`src/rtl/if_stage_pkg.sv`:
```
`default_nettype none
// ============================================================================
// Module   : if_stage_pkg
// Brief    : Shared types and constants for the instruction fetch stage.
// Revision : 1.0
// ============================================================================
package if_stage_pkg;

    localparam logic [31:0] NOP_INSTR   = 32'h0000_0013;
    localparam logic [31:0] IF_RESET_PC = 32'h0000_0000;

    typedef struct packed {
        logic [31:0] pc;
        logic [31:0] instr;
    } fetch_entry_t;

    typedef enum logic [1:0] {
        IF_BOOT  = 2'd0,
        IF_RUN   = 2'd1,
        IF_DRAIN = 2'd2
    } if_state_t;

    function automatic logic [31:0] word_align(input logic [31:0] addr);
        return {addr[31:2], 2'b00};
    endfunction

endpackage
`default_nettype wire

```
`src/rtl/if_stage_if.sv`:
```
`default_nettype none
// ============================================================================
// Module   : if_stage_if
// Brief    : Instruction memory req/gnt/rvalid bus between fetch and memory.
// Revision : 1.0
// ============================================================================
interface if_stage_if;
    logic        req;
    logic [31:0] addr;
    logic        gnt;
    logic        rvalid;
    logic [31:0] rdata;

    modport master (output req, output addr, input gnt, input rvalid, input rdata);
    modport slave  (input req, input addr, output gnt, output rvalid, output rdata);
endinterface
`default_nettype wire

```
`src/rtl/if_stage_fifo.sv`:
```
`default_nettype none
// ============================================================================
// Module   : fetch_fifo
// Brief    : Circular-buffer FIFO with flush; holds fetched words or PC tags.
// Revision : 1.0
// ============================================================================
module fetch_fifo
    import if_stage_pkg::*;
#(
    parameter int  DEPTH = 2,
    parameter type T     = fetch_entry_t
) (
    input  wire logic                         clk,
    input  wire logic                         rst,
    input  wire logic                         push_i,
    input  wire T                             data_i,
    input  wire logic                         pop_i,
    input  wire logic                         flush_i,
    output T                                  data_o,
    output logic                              full_o,
    output logic                              empty_o,
    output logic [$clog2(DEPTH+1)-1:0]        count_o
);

    localparam int PW = (DEPTH > 1) ? $clog2(DEPTH) : 1;
    localparam int CW = $clog2(DEPTH + 1);

    T                mem_q [DEPTH];
    logic [PW-1:0]   wr_ptr_q, wr_ptr_d;
    logic [PW-1:0]   rd_ptr_q, rd_ptr_d;
    logic [CW-1:0]   count_q, count_d;
    logic            do_push, do_pop;

    function automatic logic [PW-1:0] ptr_inc(input logic [PW-1:0] p);
        return (p == PW'(DEPTH - 1)) ? '0 : p + 1'b1;
    endfunction

    assign do_push = push_i && !flush_i;
    assign do_pop  = pop_i && !empty_o && !flush_i;

    always_comb begin
        wr_ptr_d = wr_ptr_q;
        rd_ptr_d = rd_ptr_q;
        count_d  = count_q;
        if (flush_i) begin
            wr_ptr_d = '0;
            rd_ptr_d = '0;
            count_d  = '0;
        end else begin
            if (do_push) wr_ptr_d = ptr_inc(wr_ptr_q);
            if (do_pop)  rd_ptr_d = ptr_inc(rd_ptr_q);
            count_d = count_q + CW'(do_push) - CW'(do_pop);
        end
    end

    always_ff @(posedge clk or posedge rst) begin
        if (rst) begin
            wr_ptr_q <= '0;
            rd_ptr_q <= '0;
            count_q  <= '0;
        end else begin
            wr_ptr_q <= wr_ptr_d;
            rd_ptr_q <= rd_ptr_d;
            count_q  <= count_d;
        end
    end

    // Storage needs no reset: the count alone decides what is valid.
    always_ff @(posedge clk) begin
        if (do_push) mem_q[wr_ptr_q] <= data_i;
    end

    assign data_o  = mem_q[rd_ptr_q];
    assign empty_o = (count_q == '0);
    assign full_o  = (count_q == CW'(DEPTH));
    assign count_o = count_q;

    a_no_push_when_full: assert property (@(posedge clk) disable iff (rst)
        !(push_i && full_o && !pop_i && !flush_i));

endmodule
`default_nettype wire

```
`src/rtl/if_stage.sv`:
```
`default_nettype none
// ============================================================================
// Module   : if_stage
// Brief    : Instruction fetch: PC, credit-limited memory requests, fetch
//            buffer, decode handshake and redirect flush of wrong-path words.
// Revision : 1.0
// ============================================================================
module if_stage
    import if_stage_pkg::*;
#(
    parameter logic [31:0] RESET_PC   = IF_RESET_PC,
    parameter int          FIFO_DEPTH = 2
) (
    input  wire logic        clk,
    input  wire logic        rst,
    if_stage_if.master       imem,
    input  wire logic        redirect_i,
    input  wire logic [31:0] redirect_pc_i,
    input  wire logic        id_ready_i,
    output logic             if_valid_o,
    output logic [31:0]      instruction_o,
    output logic [31:0]      pc_o
);

    localparam int CW = $clog2(FIFO_DEPTH + 1);

    localparam logic [1:0] S_BOOT  = IF_BOOT;
    localparam logic [1:0] S_RUN   = IF_RUN;
    localparam logic [1:0] S_DRAIN = IF_DRAIN;

    logic [1:0]    state_q, state_d;
    logic [31:0]   pc_q, pc_d;
    logic [CW-1:0] outst_q, outst_d;
    logic [CW-1:0] stale_q, stale_d;
    logic [CW-1:0] outst_rsp;
    logic [CW:0]   credit_used;

    logic          fire, fifo_push, fifo_pop;
    logic          fifo_empty, fifo_full, tag_empty, tag_full;
    logic [CW-1:0] fifo_count, tag_count;
    fetch_entry_t  fifo_wdata, fifo_head;
    logic [31:0]   tag_head;
    logic          unused_flags;

    assign fifo_pop = if_valid_o && id_ready_i;

    // A slot freed by this cycle's pop is counted as free so that a depth-2
    // buffer with 1-cycle memory sustains one word per cycle.
    assign credit_used = {1'b0, fifo_count} + {1'b0, outst_q} - (CW+1)'(fifo_pop);

    assign imem.req  = (state_q == S_RUN) && (credit_used < (CW+1)'(FIFO_DEPTH)) && !redirect_i;
    assign imem.addr = pc_q;
    assign fire      = imem.req && imem.gnt;

    assign fifo_push  = imem.rvalid && (stale_q == '0) && !redirect_i;
    assign fifo_wdata = '{pc: tag_head, instr: imem.rdata};
    assign outst_rsp  = outst_q - CW'(imem.rvalid);

    always_comb begin
        state_d = state_q;
        pc_d    = pc_q;
        outst_d = outst_q;
        stale_d = stale_q;
        if (redirect_i) begin
            pc_d    = word_align(redirect_pc_i);
            outst_d = outst_rsp;
            stale_d = outst_rsp;
            state_d = (outst_rsp != '0) ? S_DRAIN : S_RUN;
        end else begin
            if (fire) pc_d = pc_q + 32'd4;
            outst_d = outst_rsp + CW'(fire);
            if (imem.rvalid && (stale_q != '0)) stale_d = stale_q - 1'b1;
            case (state_q)
                S_BOOT:  state_d = S_RUN;
                S_DRAIN: if (stale_d == '0) state_d = S_RUN;
                default: state_d = state_q;
            endcase
        end
    end

    always_ff @(posedge clk or posedge rst) begin
        if (rst) begin
            state_q <= S_BOOT;
            pc_q    <= RESET_PC;
            outst_q <= '0;
            stale_q <= '0;
        end else begin
            state_q <= state_d;
            pc_q    <= pc_d;
            outst_q <= outst_d;
            stale_q <= stale_d;
        end
    end

    fetch_fifo #(
        .DEPTH (FIFO_DEPTH),
        .T     (fetch_entry_t)
    ) u_data_fifo (
        .clk     (clk),
        .rst     (rst),
        .push_i  (fifo_push),
        .data_i  (fifo_wdata),
        .pop_i   (fifo_pop),
        .flush_i (redirect_i),
        .data_o  (fifo_head),
        .full_o  (fifo_full),
        .empty_o (fifo_empty),
        .count_o (fifo_count)
    );

    // PC of every live (non-stale) outstanding request, in issue order.
    fetch_fifo #(
        .DEPTH (FIFO_DEPTH),
        .T     (logic [31:0])
    ) u_tag_fifo (
        .clk     (clk),
        .rst     (rst),
        .push_i  (fire),
        .data_i  (pc_q),
        .pop_i   (fifo_push),
        .flush_i (redirect_i),
        .data_o  (tag_head),
        .full_o  (tag_full),
        .empty_o (tag_empty),
        .count_o (tag_count)
    );

    assign unused_flags = ^{fifo_full, tag_full, tag_empty, tag_count};

    assign if_valid_o    = !fifo_empty;
    assign instruction_o = if_valid_o ? fifo_head.instr : NOP_INSTR;
    assign pc_o          = if_valid_o ? fifo_head.pc    : 32'h0000_0000;

endmodule
`default_nettype wire

```
`src/flat_wrapper.sv`:
```
// flat-port wrapper written by rule: the top's interface ports become plain ports
module if_stage_flat import if_stage_pkg::*;
#(
    parameter logic [31:0] RESET_PC   = IF_RESET_PC,
    parameter int          FIFO_DEPTH = 2
)
  (clk, rst, redirect_i, redirect_pc_i, id_ready_i, if_valid_o, instruction_o, pc_o, imem_req, imem_addr, imem_gnt, imem_rvalid, imem_rdata);
  if_stage_if imem_i ();
  input  wire logic clk;
  input  wire logic rst;
  input  wire logic redirect_i;
  input  wire logic [31:0] redirect_pc_i;
  input  wire logic id_ready_i;
  output logic if_valid_o;
  output logic [31:0] instruction_o;
  output logic [31:0] pc_o;
  output wire logic [$bits(imem_i.req)-1:0] imem_req;
  output wire logic [$bits(imem_i.addr)-1:0] imem_addr;
  input wire logic [$bits(imem_i.gnt)-1:0] imem_gnt;
  input wire logic [$bits(imem_i.rvalid)-1:0] imem_rvalid;
  input wire logic [$bits(imem_i.rdata)-1:0] imem_rdata;
  assign imem_req = imem_i.req;
  assign imem_addr = imem_i.addr;
  assign imem_i.gnt = imem_gnt;
  assign imem_i.rvalid = imem_rvalid;
  assign imem_i.rdata = imem_rdata;
  if_stage #(.RESET_PC(RESET_PC), .FIFO_DEPTH(FIFO_DEPTH)) u_core (.clk(clk), .rst(rst), .imem(imem_i), .redirect_i(redirect_i), .redirect_pc_i(redirect_pc_i), .id_ready_i(id_ready_i), .if_valid_o(if_valid_o), .instruction_o(instruction_o), .pc_o(pc_o));
endmodule
```
`config.mk`:
```
export PLATFORM = sky130hd
export DESIGN_NAME = if_stage_flat
export DESIGN_NICKNAME = d
export VERILOG_FILES = /design/src/rtl/if_stage_pkg.sv /design/src/rtl/if_stage_if.sv /design/src/rtl/if_stage_fifo.sv /design/src/rtl/if_stage.sv /design/src/flat_wrapper.sv
export SDC_FILE = /design/constraint.sdc
export NUM_CORES = 1
export LEC_CHECK = 0
export CAP_MARGIN = 30
export CORE_MARGIN = 1.5
export CORE_UTILIZATION = 30
export CTS_CLUSTER_SIZE = 16
export DETAILED_ROUTE_END_ITERATION = 16
export PLACE_DENSITY = 0.52
export SYNTH_ARGS = -nofsm -noshare
export SYNTH_HDL_FRONTEND = slang
export SYNTH_SLANG_ARGS = --single-unit
```
`constraint.sdc`:
```
create_clock -name clk -period 4.75 [get_ports clk]
set_clock_uncertainty 0.1 [all_clocks]
set_input_delay 0.95 -clock clk [delete_from_list [all_inputs] [get_ports clk]]
set_output_delay 0.95 -clock clk [all_outputs]
set_load 0.005 [all_outputs]
```
; ---- Word level (Yosys, flattened, before mapping)
; Memories as Yosys holds them, arrays and structs flattened.
; Cells that the tools add are included.
[totals]
register_bits = 46
ram_bits = 192
out_inout_bits = 98
elab_cells = 90
memories = 2
[classes]
add_sub_neg = 14
n_lt_le_gt_ge = 1
eq_ne = 3
muxes = 30
reduce_logical = 30
[mem_list]
columns = name, words, word_bits, read_ports, rd_clocked_by_memory_dff, wr, line_no
row1 = u_core.u_data_fifo.mem_q, 2, 64, 1, 0, 1, if_stage_fifo.sv:28  ; T mem_q [DEPTH];
row2 = u_core.u_tag_fifo.mem_q, 2, 32, 1, 0, 1, if_stage_fifo.sv:28
[ops]
columns = op, count
row1 = 2-to-1 mux 32 bit, 4
row2 = "adder 32 x 3 -> 32 bit, second input constant", 1
row3 = 2-to-1 mux 2 bit, 9
row4 = 2-to-1 mux 1 bit, 16
row5 = nonzero test 2 bit, 7
row6 = logical AND 1 bit, 13
row7 = zero test 2 bit, 5
row8 = adder 2 x 1 -> 2 bit, 3
row9 = subtractor 2 x 1 -> 2 bit, 3
row10 = "adder 1 bit, second input constant", 4
row11 = one-hot mux 2 bit (2 select lines), 1
row12 = adder 2 x 2 -> 3 bit, 1
row13 = zero test 1 bit, 3
row14 = "less-than comparator 3 x 2 -> 1 bit, second input constant", 1
row15 = "inequality test 3 x 2 -> 1 bit, second input constant", 1
row16 = nonzero test 3 bit, 1
row17 = subtractor 3 x 1 -> 3 bit, 1
row18 = "equality test 2 x 1 -> 1 bit, second input constant", 1
row19 = "equality test 2 bit, second input constant", 1
row20 = AND reduction 2 bit, 1
row21 = "subtractor 2 x 1 -> 2 bit, second input constant", 1

; ---- Longest topological paths before layout
; Gate-level depths: netlist of run 1.
[logic_depth]
depth_word = 12
ltp_mapped = 16

; ---- Hierarchy
; From an unflattened synthesis of run 1, not the netlist that was laid out.
[hier_totals]
hier_cells = 701
area_unflattened_um2 = 10289.9
[by_module_without_submodules]
columns = mod, instances, cells_per_inst, area_per_inst_um2, seq_area_each_um2
row1 = fetch_fifo (u_core.u_data_fifo), 1, 223, 4862.2, 3943.8
row2 = if_stage, 1, 354, 2854.0, 900.9
row3 = fetch_fifo (u_core.u_tag_fifo), 1, 124, 2573.7, 2021.9

; ---- Worst setup path before layout of run 1
; No wires, ideal clock.
[synth_path]
path_type = input port to flip-flop
startpoint = input port id_ready_i
endpoint = memory u_core.u_tag_fifo.mem_q[0][10] (netlist bit) (enable)
t_arrival_ps = 4147
required_ps = 4231
slack_ps = 84
cell_stages = 10
cell_sequence = nand2_1 > inv_1 > ha_1 > nand2b_1 > fa_1 > nand2_1 > or4_4 > buf_6 > clkbuf_1 > nor2_1
[synth_between]
elab_chain_cells = 9
[synth_lines]
columns = element, line_no
row1 = start: declaration, flat_wrapper.sv:13  ; input wire logic id_ready_i;
row2 = logical AND 1 bit, if_stage.sv:45  ; assign fifo_pop = if_valid_o && id_ready_i;
row3 = subtractor 3 x 1 -> 3 bit, if_stage.sv:49  ; assign credit_used = {1'b0, fifo_count} + {1'b0, outst_q} - (CW+1)'(fifo_pop);
row4 = less-than comparator 3 x 2 -> 1 bit, if_stage.sv:51  ; assign imem.req = (state_q == S_RUN) && (credit_used < (CW+1)'(FIFO_DEPTH)) && !redirect_i;
row5 = logical AND 1 bit (2 in a row), if_stage.sv:51
row6 = logical AND 1 bit, if_stage.sv:53  ; assign fire = imem.req && imem.gnt;
row7 = logical AND 1 bit, if_stage_fifo.sv:38  ; assign do_push = push_i && !flush_i;
row8 = 2-to-1 mux 1 bit, if_stage_fifo.sv:70  ; if (do_push) mem_q[wr_ptr_q] <= data_i;
row9 = 2-to-1 mux 1 bit (implied by the code), if_stage_fifo.sv:70
row10 = end: declaration, if_stage_fifo.sv:28
; No other way between the ends.

; ---- Worst setup path after layout of run 1
[layout_path]
startpoint = input port id_ready_i
endpoint = output port imem_req
[layout_between]
elab_chain_cells = 5
[layout_lines]
columns = element, line_no
row1 = logical AND 1 bit, if_stage.sv:45
row2 = subtractor 3 x 1 -> 3 bit, if_stage.sv:49
row3 = less-than comparator 3 x 2 -> 1 bit, if_stage.sv:51
row4 = logical AND 1 bit (2 in a row), if_stage.sv:51
row5 = end: declaration, flat_wrapper.sv:17  ; output wire logic [$bits(imem_i.req)-1:0] imem_req;
; No other way between the ends.

==> results.yml, run 1 <==
job:
  timing.max_cap.violations: 0
setup_path:
  critical_path_class: "primary input to output port"
  r2r-start: "u_core.u_data_fifo.count_o[1]$_DFF_PP0_"
  worstSetupEndpointType: "output port"
  cp-start-kind: "primary input"
  worstPathRequired_ns: 3.70
  crit_arrival_ns: 3.45
  crit_path_start: "id_ready_i"
  critPathMaxFanout: 3
logic_synthesis:
  synth.most_common_cell: "edfxtp_1"
  ys_warn_count: 0
  async_flop_share: 0.193
  synth_top_area_frac: 0.589
  ys.flop_type: "edfxtp_1"
  synth_edf_count: 184
  synth_cell_type_count: 48
  ys_seq_area_frac: 0.706
  syn_area_um2: 9390
  synth_area_per_cell_um2: 14.5
  synth_top_area_cell: "edfxtp_1"
  ys_ff_latch: 228
  synthTopCellsByArea: "edfxtp_1, dfrtp_1, mux2i_1"
  synth_common_cells: "edfxtp_1, nor2_1, mux2i_1"
  netlist_instances: 648
floorplanning:
  rows: 64
  fp.dieH_um: 180
  start_util: 0.306
  fp.dieArea_um2: 32400
  io_pins: 168
  die_x_um: 180
  coreArea_um2: 30700
cts:
  htree_levels: 1
  clk-insertion-delay-late_ns: 0.52
  cts_tree: "built"
  ctsLongestPathBuffers: 3
  path_clk_slew_ns: 0.06
  cts_setup_buffers: 0
  clk_root_buffer_cell: "clkbuf_16"
  cts_buffers: 26
  cts_sinks: 228
placed_design:
  placed_area_um2: 11500
  dp.final_hpwl_mm: 13.9
  port_buffers: 161
  gp_congestion: 0.740
grt:
  grt_pass1_wl_mm: 33.5
  overflow: 0
  grt_usage: 0.132
  antenna_found_initial: 0
  grt_max_degree: 60
  grt_pass1_vias: 5783
timing:
  tightest_slew_ns: 0.739
  post-route-min-period_ns: 4.50
  slew_headroom: 0.507
  hold_viol: 0
  clock.fmax_mhz: 222
  finalSetupViolCount: 0
  fin_setup_tns_ns: 0
  slew_viol_final: 0
  rsz0062_at_grt: "false"
  min_period_over_period: 0.948
layout:
  area_growth_pct: 32.8
  seq_area_um2: 6630
  drive_gt1_frac: 0.129
  antenna_cells: 0
  fillers: 2890
  multi_input_area_um2: 2550
  nNetsFinal: 903
  fin_area_um2: 12500
power:
  power_density_nw_per_um2: 453
  max-vdd-ir-drop_uv: 241
  p_leak_nw: 4.31
detailed_routing:
  detail_route.wl_per_cell_um: 17.3
  first_pass_iters: 4
  drc: 0
  routed_wl_mm: 21.4
  viasPerCell: 4.60
  drtIter0Drc: 266
  vias: 5694
  ant_nets: 0
min_path:
  hp-class: "flip-flop to flip-flop"
  hp-start: "u_core.imem.addr[31]$_DFFE_PP0P_"
status:
  outcome: "finished clean"
## metal layers
layer / GRT usage / part of all wire / vias up
met5: 0 / 0 / -
met4: 0.0303 / 0.016 / 0
met3: 0.0257 / 0.046 / 26
met2: 0.221 / 0.47 / 128
met1: 0.177 / 0.47 / 2798
li1: - / - / 2742
## cells in the final DEF (no fill, tap or decap), types with 4 or more instances in the layout
| cell type | synthesis | final |
|---|---|---|
| a31o_2 | 5 | 5 |
| buf_12 | 0 | 4 |
| buf_4 | 5 | 11 |
| bufinv_16 | 0 | 4 |
| clkbuf_1 | 19 | 5 |
| clkbuf_16 | 0 | 27 |
| clkdlybuf4s50_1 | 0 | 160 |
| clkinv_2 | 1 | 7 |
| conb_1 | 1 | 4 |
| dfrtp_1 | 44 | 43 |
| edfxtp_1 | 184 | 184 |
| ha_1 | 10 | 10 |
| inv_1 | 20 | 19 |
| mux2_2 | 32 | 32 |
| mux2i_1 | 64 | 64 |
| nand2_1 | 46 | 46 |
| nand3_1 | 15 | 15 |
| nand4_1 | 10 | 10 |
| nor2_1 | 79 | 76 |
| nor2b_1 | 4 | 4 |
| nor3_1 | 8 | 8 |
| o211ai_1 | 9 | 9 |
| o21ai_0 | 24 | 24 |
| o311ai_1 | 4 | 4 |
| xnor2_1 | 8 | 8 |
| xor2_1 | 6 | 6 |
## layout make-up
type                       count  area share
clock inverter                13      0.0137
inverter                      21     0.00643
multi-input combinational    368       0.205
tap                          396      0.0398
timing repair buffer         177       0.144
sequential                   228       0.532
clock buffer                  35      0.0590
## timing repair
action	4_1_cts	5_1_grt
hold buffers	0	0
setup endpoints to repair	0	1
gates resized for setup	0	1
## cells by family after synthesis
family,Yosys count,synth area share
other,1,0.000400
adder cells (fa/ha/maj),11,0.0155
multiplexers,96,0.107
flip-flops,228,0.706
XOR/XNOR,14,0.0131
buffers and inverters,55,0.0265
AND/OR/NAND/NOR,180,0.0866
AO/OA/AOI/OAI,63,0.0453
## power by group
part	internal, W	switching (W)
combinational	0.000578	0.000501
sequential	0.00234	0.000147
clock	0.00130	0.000772
## state kept, by name (all words and copies together) (netlist names)
signal	count
u_core.u_data_fifo.mem_q	124
u_core.u_tag_fifo.mem_q	60
u_core.imem.addr	30
u_core.outst_q	2
u_core.stale_q	2
u_core.state_q	2
u_core.u_data_fifo.count_o	2
u_core.u_tag_fifo.count_o	2
u_core.u_data_fifo.rd_ptr_q	1
u_core.u_data_fifo.wr_ptr_q	1
u_core.u_tag_fifo.rd_ptr_q	1
u_core.u_tag_fifo.wr_ptr_q	1
## metrics by stage
step / total power [W] / hold slack, ns / utilization / worst slack (ns) / std cells
6_report: 0.00564 / 0.449 / 0.406 / 0.249 / 1238
5_1_grt: 0.00593 / 0.472 / 0.406 / 0.0637 / 1238
4_1_cts: 0.00574 / 0.444 / 0.406 / 0.159 / 1238
3_5_place_dp: 0.00364 / 0.419 / 0.377 / 0.191 / 1190
3_3_place_gp: 0.00362 / 0.416 / 0.375 / 0.124 / 1188
2_1_floorplan: 0.00304 / 0.364 / - / 0.0843 / 651
## worst max-delay path: stages
cell and delay (ns):
clkdlybuf4s50_1 0.40, nand2_1 0.21, inv_1 0.08, ha_1 0.26, nand2b_1 0.15, fa_1 0.38
xnor2_1 0.17, nor4b_2 0.29, clkdlybuf4s50_1 0.56
## path summary, 6_finish.rpt
path | endpoint | slack (ns) | cells after the start
setup reg to reg | u_core.u_tag_fifo.count_o[1]$_DFF_PP0_ | 0.98 | 15
setup / recovery | imem_req | 0.25 | 9
hold reg to reg | u_core.u_tag_fifo.mem_q[1][31]$_DFFE_PP_ | 0.45 | 0
max in group asynchronous | u_core.u_data_fifo.rd_ptr_q$_DFFE_PP0P_ | 3.41 | 3
min in group asynchronous | u_core.imem.addr[17]$_DFFE_PP0P_ | 0.63 | 2
hold / removal | u_core.u_tag_fifo.mem_q[1][31]$_DFFE_PP_ | 0.45 | 0
Note: power is estimated with default switching activity, not from simulation.
==> inputs of run 2 (changes only) <==
--- a/config.mk
+++ b/config.mk
@@ -6,8 +6,9 @@
 export NUM_CORES = 1
 export LEC_CHECK = 0
 export CAP_MARGIN = 30
-export CORE_MARGIN = 1.5
+export CORE_MARGIN = 2
 export CORE_UTILIZATION = 30
+export CTS_CLUSTER_DIAMETER = 50
 export CTS_CLUSTER_SIZE = 16
 export DETAILED_ROUTE_END_ITERATION = 16
 export PLACE_DENSITY = 0.52
==> results.yml, run 2 (same netlist as run 1, synthesis figures left out) <==
setup_path:
  reg2reg_slack_ns: 1.04
  worstPathRequired_ns: 3.70
  r2r-start: "u_core.u_data_fifo.count_o[1]$_DFF_PP0_"
  crit_path_start: "id_ready_i"
  reg2reg_depth: 12
  critical_path_class: "primary input to output port"
  cp-start-kind: "primary input"
  crit_arrival_ns: 3.47
  critPathMaxFanout: 2
  reg2reg_to: "u_core.u_tag_fifo.mem_q[1][9]$_DFFE_PP_"
  worstSetupEndpointType: "output port"
  crit_end: "imem_req"
floorplanning:
  fp.dieArea_um2: 32700
  rows: 64
  start_util: 0.306
  io_pins: 168
  coreArea_um2: 30700
  fp.dieH_um: 181
  die_x_um: 181
cts:
  cts_buffers: 29
  cts_resized: 0
  htree_levels: 1
  ctsLongestPathBuffers: 3
  cts_setup_buffers: 0
  clk_root_buffer_cell: "clkbuf_16"
  clk-insertion-delay-late_ns: 0.54
  ctsHoldBuffers: 0
  cts_tree: "built"
  cts_sinks: 228
  path_clk_slew_ns: 0.06
power:
  power_w: 0.00566
  power_density_nw_per_um2: 454
  max-vdd-ir-drop_uv: 300
  p_leak_nw: 4.32
placed_design:
  dp.final_hpwl_mm: 14.0
  gp_congestion: 0.734
  port_buffers: 161
job:
  timing.max_cap.violations: 0
timing:
  finalSetupViolCount: 0
  tightest_slew_ns: 0.819
  rsz0062_at_grt: "false"
  fin_setup_tns_ns: 0
  hold_viol: 0
  min_period_over_period: 0.952
  slew_viol_final: 0
  slew_headroom: 0.454
  post-route-min-period_ns: 4.52
  clock.fmax_mhz: 221
grt:
  overflow: 0
  grt_pass1_wl_mm: 33.6
  grt_usage: 0.131
  antenna_found_initial: 0
  grt_max_degree: 60
  grt_pass1_vias: 5701
layout:
  largest-register: "u_core.u_data_fifo.mem_q"
  drive_gt1_frac: 0.139
  fillers: 2888
  antenna_cells: 0
  area_growth_pct: 33.0
  layout_commonest_cell: "edfxtp_1"
  nNetsFinal: 906
  final_cell_mix: "edfxtp_1, clkdlybuf4s50_1, nor2_1"
  largest_register_ffs: 124
min_path:
  hp-class: "flip-flop to flip-flop"
  whs_path_depth: 0
detailed_routing:
  detail_route.wl_per_cell_um: 17.4
  viasPerCell: 4.62
  vias: 5746
  ant_nets: 0
  routed_wl_mm: 21.6
  drtIter0Drc: 294
  first_pass_iters: 4
  drc: 0
status:
  outcome: "finished clean"
[run 2: changes by cell type in the layout (fill, tap and decap cells not counted), moves of 3 or more]
cell	before	now
clkbuf_1	5	2
clkinv_4	0	3
clkinv_8	0	3
clkinv_2	7	4
bufinv_16	4	0
inv_6	1	9
clkbuf_8	3	0
[run 2: worst min-delay path by stage]
stage / slack, ns / end / start
after detailed placement: 0.45 / u_core.u_tag_fifo.mem_q[1][16]$_DFFE_PP_ / u_core.imem.addr[16]$_DFFE_PP0P_
after global routing: 0.47 / u_core.u_data_fifo.mem_q[1][40]$_DFFE_PP_ / u_core.u_tag_fifo.mem_q[1][8]$_DFFE_PP_
after CTS: 0.45 / u_core.u_tag_fifo.mem_q[1][22]$_DFFE_PP_ / u_core.imem.addr[22]$_DFFE_PP0P_
final: 0.46 / u_core.u_tag_fifo.mem_q[1][27]$_DFFE_PP_ / u_core.imem.addr[27]$_DFFE_PP0P_
after global placement: 0.43 / u_core.u_tag_fifo.mem_q[1][27]$_DFFE_PP_ / u_core.imem.addr[27]$_DFFE_PP0P_
after floorplan: 0.36 / u_core.u_tag_fifo.wr_ptr_q$_DFFE_PP0P_ / u_core.u_tag_fifo.wr_ptr_q$_DFFE_PP0P_
[run 2: cell type report]
type / count / area, µm² / share of cell area
Timing Repair Buffer: 177 / 1780 / 0.143
Tap cell: 396 / 495 / 0.0397
Multi-Input combinational cell: 368 / 2550 / 0.204
Inverter: 21 / 80.1 / 0.00641
Clock buffer: 31 / 733 / 0.0587
Sequential cell: 228 / 6630 / 0.531
Clock inverter: 23 / 214 / 0.0171
[run 2: routing by layer]
layer  vias up  share of wire  GRT usage
met5         -              0          0
li1       2755              -          -
met1      2800           0.45      0.180
met4         0          0.023     0.0310
met3        38          0.058     0.0278
met2       153           0.46      0.213
[run 2: where the power goes]
part	leakage, nW	switching [W]	internal (W)
registers	2.21	0.000151	0.00234
clock network	0.458	0.000927	0.00117
logic	1.65	0.000494	0.000578
[run 2: metrics by stage]
stage / hold slack, ns / std cells / util / setup WS (ns) / instance area [µm²]
2_1_floorplan: 0.364 / 651 / - / 0.0843 / 9400
3_3_place_gp: 0.435 / 1189 / 0.375 / 0.199 / 11500
3_5_place_dp: 0.447 / 1190 / 0.376 / 0.221 / 11500
4_1_cts: 0.455 / 1244 / 0.407 / 0.192 / 12500
5_1_grt: 0.466 / 1244 / 0.407 / 0.0872 / 12500
6_report: 0.457 / 1244 / 0.407 / 0.228 / 12500
[run 2: critical path, stage by stage]
cell,delay [ns]
clkdlybuf4s50_1,0.45
nand2_1,0.13
inv_1,0.10
ha_1,0.22
nand2b_1,0.15
fa_1,0.38
xnor2_1,0.16
nor4b_1,0.37
clkdlybuf4s50_1,0.57
==> inputs of run 3 (changes only) <==
--- a/config.mk
+++ b/config.mk
@@ -5,6 +5,7 @@
 export SDC_FILE = /design/constraint.sdc
 export NUM_CORES = 1
 export LEC_CHECK = 0
+export ABC_CLOCK_PERIOD_IN_PS = 4750
 export CAP_MARGIN = 30
 export CORE_MARGIN = 2
 export CORE_UTILIZATION = 30
==> results of run 3 <==
The final DEF is identical to that of run 2; final timing and power are the same.
